### src/rtl/load_store_unit_if.sv
// Data-memory bus between the load/store unit (master) and a single-port memory (slave).
// Latency: none, wires only.
// Backpressure: the memory stretches an access by holding mem_ready_i low.
interface load_store_unit_if #(
    parameter int DATA_WIDTH = 32
);
    logic                    mem_req_o;
    logic                    mem_we_o;
    logic [DATA_WIDTH-1:0]   mem_addr_o;
    logic [DATA_WIDTH/8-1:0] mem_be_o;
    logic [DATA_WIDTH-1:0]   mem_wdata_o;
    logic                    mem_ready_i;
    logic [DATA_WIDTH-1:0]   mem_rdata_i;

    modport master (
        output mem_req_o, mem_we_o, mem_addr_o, mem_be_o, mem_wdata_o,
        input  mem_ready_i, mem_rdata_i
    );

    modport slave (
        input  mem_req_o, mem_we_o, mem_addr_o, mem_be_o, mem_wdata_o,
        output mem_ready_i, mem_rdata_i
    );
endinterface

### src/rtl/load_store_unit.sv
// Memory stage: turns ALU address + store data into a byte-enabled bus access, returns extended load data.
// Latency: 2 cycles accept-to-response with zero wait states; 1 cycle for misaligned/illegal requests.
// Backpressure: req_ready_o low (busy_o high) while an access is outstanding; memory stalls via mem_ready_i.
module load_store_unit #(
    parameter int DATA_WIDTH     = 32,
    parameter int TIMEOUT_CYCLES = 16
) (
    input  logic                  clk,
    input  logic                  rst_n,
    input  logic                  req_valid_i,
    output logic                  req_ready_o,
    input  logic                  is_load_i,
    input  logic                  is_store_i,
    input  logic [2:0]            funct3_i,
    input  logic [DATA_WIDTH-1:0] addr_i,
    input  logic [DATA_WIDTH-1:0] wdata_i,
    output logic                  busy_o,
    output logic                  rsp_valid_o,
    output logic [DATA_WIDTH-1:0] rsp_data_o,
    output logic [1:0]            rsp_err_o,
    load_store_unit_if.master     bus
);
    localparam int CW = (TIMEOUT_CYCLES > 1) ? $clog2(TIMEOUT_CYCLES + 1) : 1;
    // Count value at which the next ready-less ACCESS cycle is the last one allowed.
    localparam logic [CW-1:0] TO_LAST = CW'((TIMEOUT_CYCLES > 0) ? TIMEOUT_CYCLES - 1 : 0);

    typedef enum logic {IDLE, ACCESS} state_t;
    state_t state, state_nxt;

    logic [CW-1:0]  to_cnt;
    logic [1:0]     lat_off;
    logic [1:0]     lat_size;
    logic           lat_uns;
    logic           lat_load;

    logic           mem_req_q, mem_we_q;
    logic [31:0]    mem_addr_q, mem_wdata_q;
    logic [3:0]     mem_be_q;

    logic           accept, req_err, legal_acc, err_acc, done, timeout;
    logic [3:0]     be_nxt;
    logic [31:0]    wdata_nxt;
    logic [7:0]     lane_b;
    logic [15:0]    lane_h;
    logic [31:0]    load_val;

    assign req_ready_o = (state == IDLE);
    assign busy_o      = (state == ACCESS);

    // A request with neither type bit set is not a memory op and is dropped silently.
    assign accept  = req_valid_i & req_ready_o & (is_load_i | is_store_i);
    assign req_err = (is_load_i & is_store_i)
                   | (funct3_i == 3'b011) | (funct3_i[2:1] == 2'b11)
                   | (is_store_i & funct3_i[2])
                   | ((funct3_i[1:0] == 2'b01) & addr_i[0])
                   | ((funct3_i[1:0] == 2'b10) & (addr_i[1:0] != 2'b00));
    assign legal_acc = accept & ~req_err;
    assign err_acc   = accept & req_err;
    assign done      = (state == ACCESS) & bus.mem_ready_i;
    assign timeout   = (TIMEOUT_CYCLES != 0) & (state == ACCESS) & ~bus.mem_ready_i & (to_cnt == TO_LAST);

    assign bus.mem_req_o   = mem_req_q;
    assign bus.mem_we_o    = mem_we_q;
    assign bus.mem_addr_o  = mem_addr_q;
    assign bus.mem_be_o    = mem_be_q;
    assign bus.mem_wdata_o = mem_wdata_q;

    // Byte-lane enables and lane-replicated write data for the incoming request.
    always_comb begin
        be_nxt    = 4'b1111;
        wdata_nxt = wdata_i;
        case (funct3_i[1:0])
            2'b00: begin
                be_nxt    = 4'b0001 << addr_i[1:0];
                wdata_nxt = {4{wdata_i[7:0]}};
            end
            2'b01: begin
                be_nxt    = addr_i[1] ? 4'b1100 : 4'b0011;
                wdata_nxt = {2{wdata_i[15:0]}};
            end
            default: ;
        endcase
    end

    // Pick the addressed lane out of the read word and sign/zero extend it.
    always_comb begin
        case (lat_off)
            2'd0:    lane_b = bus.mem_rdata_i[7:0];
            2'd1:    lane_b = bus.mem_rdata_i[15:8];
            2'd2:    lane_b = bus.mem_rdata_i[23:16];
            default: lane_b = bus.mem_rdata_i[31:24];
        endcase
        lane_h = lat_off[1] ? bus.mem_rdata_i[31:16] : bus.mem_rdata_i[15:0];
        case (lat_size)
            2'b00:   load_val = {{24{~lat_uns & lane_b[7]}}, lane_b};
            2'b01:   load_val = {{16{~lat_uns & lane_h[15]}}, lane_h};
            default: load_val = bus.mem_rdata_i;
        endcase
    end

    // State register.
    always_ff @(posedge clk or negedge rst_n) begin
        if (!rst_n) state <= IDLE;
        else        state <= state_nxt;
    end

    // Next state: enter ACCESS on a legal request, leave on completion or timeout.
    always_comb begin
        state_nxt = state;
        case (state)
            IDLE:    if (legal_acc)        state_nxt = ACCESS;
            ACCESS:  if (done || timeout)  state_nxt = IDLE;
            default:                       state_nxt = IDLE;
        endcase
    end

    // Wait-state counter; restarts with every new access.
    always_ff @(posedge clk or negedge rst_n) begin
        if (!rst_n)                                      to_cnt <= '0;
        else if (legal_acc)                              to_cnt <= '0;
        else if ((state == ACCESS) && !bus.mem_ready_i)  to_cnt <= to_cnt + 1'b1;
    end

    // Bus drive and load-return context, captured at accept and held for the whole access.
    always_ff @(posedge clk or negedge rst_n) begin
        if (!rst_n) begin
            mem_req_q   <= 1'b0;
            mem_we_q    <= 1'b0;
            mem_addr_q  <= '0;
            mem_be_q    <= '0;
            mem_wdata_q <= '0;
            lat_off     <= '0;
            lat_size    <= '0;
            lat_uns     <= 1'b0;
            lat_load    <= 1'b0;
        end else if (legal_acc) begin
            mem_req_q   <= 1'b1;
            mem_we_q    <= is_store_i;
            mem_addr_q  <= {addr_i[31:2], 2'b00};
            mem_be_q    <= be_nxt;
            mem_wdata_q <= wdata_nxt;
            lat_off     <= addr_i[1:0];
            lat_size    <= funct3_i[1:0];
            lat_uns     <= funct3_i[2];
            lat_load    <= is_load_i;
        end else if (done || timeout) begin
            mem_req_q   <= 1'b0;
        end
    end

    // One-cycle response pulse for completion, timeout or rejected request.
    always_ff @(posedge clk or negedge rst_n) begin
        if (!rst_n) begin
            rsp_valid_o <= 1'b0;
            rsp_err_o   <= 2'b00;
            rsp_data_o  <= '0;
        end else begin
            rsp_valid_o <= err_acc | done | timeout;
            rsp_err_o   <= err_acc ? 2'b01 : (timeout ? 2'b10 : 2'b00);
            rsp_data_o  <= (done && lat_load) ? load_val : '0;
        end
    end
endmodule

### src/flat_wrapper.sv
// flat-port wrapper written by rule: the top's interface ports become plain ports
module load_store_unit_flat 
#(
    parameter int DATA_WIDTH     = 32,
    parameter int TIMEOUT_CYCLES = 16
)
  (clk, rst_n, req_valid_i, req_ready_o, is_load_i, is_store_i, funct3_i, addr_i, wdata_i, busy_o, rsp_valid_o, rsp_data_o, rsp_err_o, bus_mem_req_o, bus_mem_we_o, bus_mem_addr_o, bus_mem_be_o, bus_mem_wdata_o, bus_mem_ready_i, bus_mem_rdata_i);
  load_store_unit_if #(.DATA_WIDTH(DATA_WIDTH)) bus_i ();
  input  logic clk;
  input  logic rst_n;
  input  logic req_valid_i;
  output logic req_ready_o;
  input  logic is_load_i;
  input  logic is_store_i;
  input  logic [2:0] funct3_i;
  input  logic [DATA_WIDTH-1:0] addr_i;
  input  logic [DATA_WIDTH-1:0] wdata_i;
  output logic busy_o;
  output logic rsp_valid_o;
  output logic [DATA_WIDTH-1:0] rsp_data_o;
  output logic [1:0] rsp_err_o;
  output wire logic [$bits(bus_i.mem_req_o)-1:0] bus_mem_req_o;
  output wire logic [$bits(bus_i.mem_we_o)-1:0] bus_mem_we_o;
  output wire logic [$bits(bus_i.mem_addr_o)-1:0] bus_mem_addr_o;
  output wire logic [$bits(bus_i.mem_be_o)-1:0] bus_mem_be_o;
  output wire logic [$bits(bus_i.mem_wdata_o)-1:0] bus_mem_wdata_o;
  input wire logic [$bits(bus_i.mem_ready_i)-1:0] bus_mem_ready_i;
  input wire logic [$bits(bus_i.mem_rdata_i)-1:0] bus_mem_rdata_i;
  assign bus_mem_req_o = bus_i.mem_req_o;
  assign bus_mem_we_o = bus_i.mem_we_o;
  assign bus_mem_addr_o = bus_i.mem_addr_o;
  assign bus_mem_be_o = bus_i.mem_be_o;
  assign bus_mem_wdata_o = bus_i.mem_wdata_o;
  assign bus_i.mem_ready_i = bus_mem_ready_i;
  assign bus_i.mem_rdata_i = bus_mem_rdata_i;
  load_store_unit #(.DATA_WIDTH(DATA_WIDTH), .TIMEOUT_CYCLES(TIMEOUT_CYCLES)) u_core (.clk(clk), .rst_n(rst_n), .req_valid_i(req_valid_i), .req_ready_o(req_ready_o), .is_load_i(is_load_i), .is_store_i(is_store_i), .funct3_i(funct3_i), .addr_i(addr_i), .wdata_i(wdata_i), .busy_o(busy_o), .rsp_valid_o(rsp_valid_o), .rsp_data_o(rsp_data_o), .rsp_err_o(rsp_err_o), .bus(bus_i));
endmodule
### config.mk
export PLATFORM = sky130hd
export DESIGN_NAME = load_store_unit_flat
export DESIGN_NICKNAME = d
export VERILOG_FILES = /design/src/rtl/load_store_unit_if.sv /design/src/rtl/load_store_unit.sv /design/src/flat_wrapper.sv
export SDC_FILE = /design/constraint.sdc
export NUM_CORES = 1
export LEC_CHECK = 0
export CAP_MARGIN = 20
export CORE_MARGIN = 8
export CORE_UTILIZATION = 43
export DETAILED_ROUTE_END_ITERATION = 16
export PLACE_DENSITY = 0.8
export SLEW_MARGIN = 25
export SYNTH_ARGS = -nofsm -noshare
export SYNTH_HDL_FRONTEND = slang
export SYNTH_SLANG_ARGS = --single-unit
### constraint.sdc
create_clock -name clk -period 1.9 [get_ports clk]
set_input_delay 0.285 -clock clk [delete_from_list [all_inputs] [get_ports clk]]
set_output_delay 0.285 -clock clk [all_outputs]
set_load 0.02 [all_outputs]
==> metrics.csv <==
metric,value,unit
DRC violation count after routing,0,
final cell count without fillers,797,
final-report max-slew violation count,0,
height of the chip,124.8,um
outcome,"complete, no violations",
unrepaired setup endpoints after global routing,false,
standard cell with the maximum stage delay on the critical path,sky130_fd_sc_hd__dfrtp_1,
via count of the first global-routing pass,4667,
Final Routed Wirelength,15.23,mm
"antenna viol nets, final",0,
Clock Sink Count,115,
overall power of the completed layout,9885,uW
WL/cell,19.11,um
distinct cell type count of the synthesized netlist,42,
clock latency on the worst-skew pair,0.41,ns
synthesized area per cell,12.77,um2
Setup crit end kind,flop,
P&R area growth vs syn,60.43,%
vias per cell,5.142,
maximum vdd drop,0.0007308,V
CTS root buf,sky130_fd_sc_hd__clkbuf_16,
io pins,212,
most used flip-flop cell after synthesis,sky130_fd_sc_hd__dfrtp_1,
class of the tightest hold or removal check,input port to flop,
total vias in the final route,4098,
headroom to the max-slew limit,0.5928,
Post-Route Setup TNS,0,ns
post-route fraction of the period consumed by the critical path,0.9271,
design area,8172,um2
buffers plus inverters on the worst setup path,1,
worst-path fanout max,7,
"Hold Vio Cnt, Final",0,
Die Span X,124.8,um
worst reg2reg path startpoint,u_core.lat_off[1],
crit-path leading delay family,compound AO/OA/AOI/OAI gates,
number of enable flip-flop cells after synthesis,0,
Setup Skew,0.008506,ns
TritonCTS clock tree,done,
Global Route Usage Sum,0.1960,
synthesized instance count,399,
Max Freq,0.5677,GHz
number of warnings printed during yosys synthesis,0,
initial cell density of the core,0.4442,
Worst Path Arrival,2.03,ns
startpoint type of the worst setup path,flop,
Static Leak,0.003672,uW
area of the mapped netlist,5094,um2
"Cell Chain, Critical Path",mux2_2 > a22oi_2 > buf_4 > o21a_1 > a221oi_1,
Cell Count Post-Placement,763,
number of antenna repair diodes,0,
final critical delay including setup and external delays,1.761,ns
std cell rows,39,
maximum number of pins on one net before global-route repair,116,
number of buffers created by CTS,17,
endpoint required time on the critical path,2.16,ns
Worst Setup SP,u_core.lat_off[1],
Slowest Stage Delay on Critical Path,0.44,ns
H-tree depth reported by CTS,4,
IO Port Bufs,209,
share of cells above drive strength 1,0.1743,
count of max-cap constraint violations,0,
setup slack of the worst register-to-register path,0.14,ns
die area,15580,um2
wire length of the first global-routing pass,24.53,mm
clock-pin slew on the worst setup and hold paths,0.05,ns
Placer Congestion,0.8226,
total overflow reported by the global router,0,
number of endpoints failing setup at the final stage,0,
initial antenna violation count,0,
number of nets in the finished design,748,
buffer levels on the longest clock path,2,
post-place instance area,7511,um2
post-synthesis async set-or-reset flop share,1.000,
number of flip-flops and latches in the synthesized netlist,115,
starting DRC count in detailed routing,315,
placeable core area,11470,um2
type of the setup path with the least slack,flop to flop,
P per Cell Area,1210,nW/um2
drt first pass iters,4,
start point of the worst min-delay path,bus_mem_rdata_i[12],
post-synthesis sequential area ratio,0.5650,
post-detailed-placement half-perimeter wirelength,11.28,mm
Least-Margin Pin Slew,0.6108,ns
==> state kept, by name, indices dropped and copies added (netlist names) <==
| signal | flops |
|---|---|
| u_core.bus.mem_wdata_o | 32 |
| u_core.to_cnt | 5 |
| u_core.lat_size | 2 |
| u_core.busy_o | 1 |
| u_core.bus.mem_addr_o | 30 |
| u_core.bus.mem_be_o | 4 |
| u_core.lat_load | 1 |
| u_core.bus.mem_req_o | 1 |
| u_core.rsp_valid_o | 1 |
| u_core.bus.mem_we_o | 1 |
| u_core.lat_uns | 1 |
| u_core.rsp_err_o | 2 |
| u_core.lat_off | 2 |
| u_core.rsp_data_o | 32 |
==> Yosys cell counts (all sizes together) (2+ instances only) <==
cell	count	area share
nand3	2	0.0020
nor2b	9	0.011
inv	12	0.0088
xor2	2	0.0034
dfrtp	115	0.56
buf	14	0.021
a21oi	11	0.011
and2	7	0.0086
o21ai	27	0.027
nand2b	3	0.0037
mux2	87	0.19
nor2	9	0.0071
a22oi	9	0.014
o31ai	4	0.0059
a221oi	7	0.012
nand2	25	0.018
a22o	2	0.0034
clkbuf	9	0.0066
mux2i	10	0.020
a21o	18	0.027
o21bai	2	0.0029
ha	2	0.0049
==> layout by cell type (no fill, tap or decap), types with 3 or more instances in the layout <==
| master | Yosys | layout |
|---|---|---|
| sky130_fd_sc_hd__a21o_1 | 18 | 18 |
| sky130_fd_sc_hd__a21oi_1 | 11 | 11 |
| sky130_fd_sc_hd__a221oi_1 | 7 | 7 |
| sky130_fd_sc_hd__a22oi_1 | 8 | 8 |
| sky130_fd_sc_hd__and2_1 | 7 | 7 |
| sky130_fd_sc_hd__buf_12 | 0 | 3 |
| sky130_fd_sc_hd__buf_4 | 3 | 33 |
| sky130_fd_sc_hd__bufinv_16 | 0 | 4 |
| sky130_fd_sc_hd__clkbuf_16 | 0 | 17 |
| sky130_fd_sc_hd__clkbuf_8 | 0 | 3 |
| sky130_fd_sc_hd__clkdlybuf4s50_1 | 0 | 207 |
| sky130_fd_sc_hd__clkinv_2 | 0 | 5 |
| sky130_fd_sc_hd__dfrtp_1 | 115 | 115 |
| sky130_fd_sc_hd__inv_1 | 11 | 11 |
| sky130_fd_sc_hd__mux2_1 | 46 | 46 |
| sky130_fd_sc_hd__mux2_2 | 41 | 41 |
| sky130_fd_sc_hd__mux2i_1 | 10 | 10 |
| sky130_fd_sc_hd__nand2_1 | 25 | 25 |
| sky130_fd_sc_hd__nand2b_1 | 3 | 3 |
| sky130_fd_sc_hd__nor2_1 | 8 | 8 |
| sky130_fd_sc_hd__nor2b_1 | 9 | 9 |
| sky130_fd_sc_hd__o21ai_0 | 27 | 27 |
| sky130_fd_sc_hd__o31ai_1 | 4 | 4 |
==> metal layers <==
| metal | up-vias | part of all wire | GRT usage |
|---|---|---|---|
| li1 | 1901 | - | - |
| met1 | 2011 | 0.39 | 0.2072 |
| met2 | 170 | 0.49 | 0.3312 |
| met3 | 16 | 0.10 | 0.1009 |
| met4 | 0 | 0.013 | 0.06373 |
| met5 | - | 0 | 0 |
==> layout make-up <==
cell class                 instances  area, um2
clock buffer                      22      474.2
clock inverter                    10      153.9
fill                             822       3296
inverter                          12      45.04
multi-input combinational        250       2039
sequential                       115       2878
tap                              143      178.9
timing repair buffer             245       2402
==> cell families after synthesis <==
logic type	count (synthesis)	synth area share
other	1	0.0007362
muxes	97	0.2120
and+or+nand+nor	60	0.05920
adders and majority gates	2	0.004912
AOI/OAI and AO/OA	86	0.1167
buffers and inverters	35	0.03635
DFF	115	0.5650
xor gates and xnor gates	3	0.005159
==> through the flow <==
stage	util	worst slack [ns]	hold WS, ns
floorplan	-	0.05290	-0.01059
global placement	0.6550	-0.1831	0.4181
detailed placement	0.6550	-0.2484	0.4237
CTS	0.7124	0.01693	0.4573
global route	0.7126	0.05309	0.4692
finish	0.7126	0.1386	0.4705
==> path summary, 6_finish.rpt <==
check,endpoint,cells after the start
worst max-delay path,u_core.rsp_data_o[8],5
worst min-delay path,u_core.rsp_data_o[12],3
worst max register to register,u_core.rsp_data_o[8],5
worst min register to register,u_core.bus.mem_wdata_o[29],1
max in group asynchronous,u_core.rsp_data_o[14],3
min in group asynchronous,u_core.bus.mem_wdata_o[0],3
==> worst register-to-register path, cell delays in order, from the launching register on <==
cell and delay (ns):
sky130_fd_sc_hd__dfrtp_1 0.44, sky130_fd_sc_hd__mux2_2 0.37, sky130_fd_sc_hd__a22oi_2 0.23, sky130_fd_sc_hd__buf_4 0.17, sky130_fd_sc_hd__o21a_1 0.27, sky130_fd_sc_hd__a221oi_1 0.14
==> power breakdown <==
| part | internal [uW] | leakage (uW) | switching (uW) |
|---|---|---|---|
| Sequential | 3000 | 0.00145 | 326 |
| Clock | 2290 | 0.000314 | 1090 |
| Combinational | 1630 | 0.00191 | 1550 |
==> repair_timing <==
| action | in CTS | in global routing |
|---|---|---|
| endpoints found under the setup margin | 16 | 1 |
| setup buffers | 1 | 0 |
| hold buffers | 1 | 0 |
| gates resized for setup | 0 | 1 |
| cloned | 0 | 0 |
| pin swaps | 1 | 0 |
| endpoints found under the hold margin | 27 | 0 |
Power figures use the tool's default switching activity.
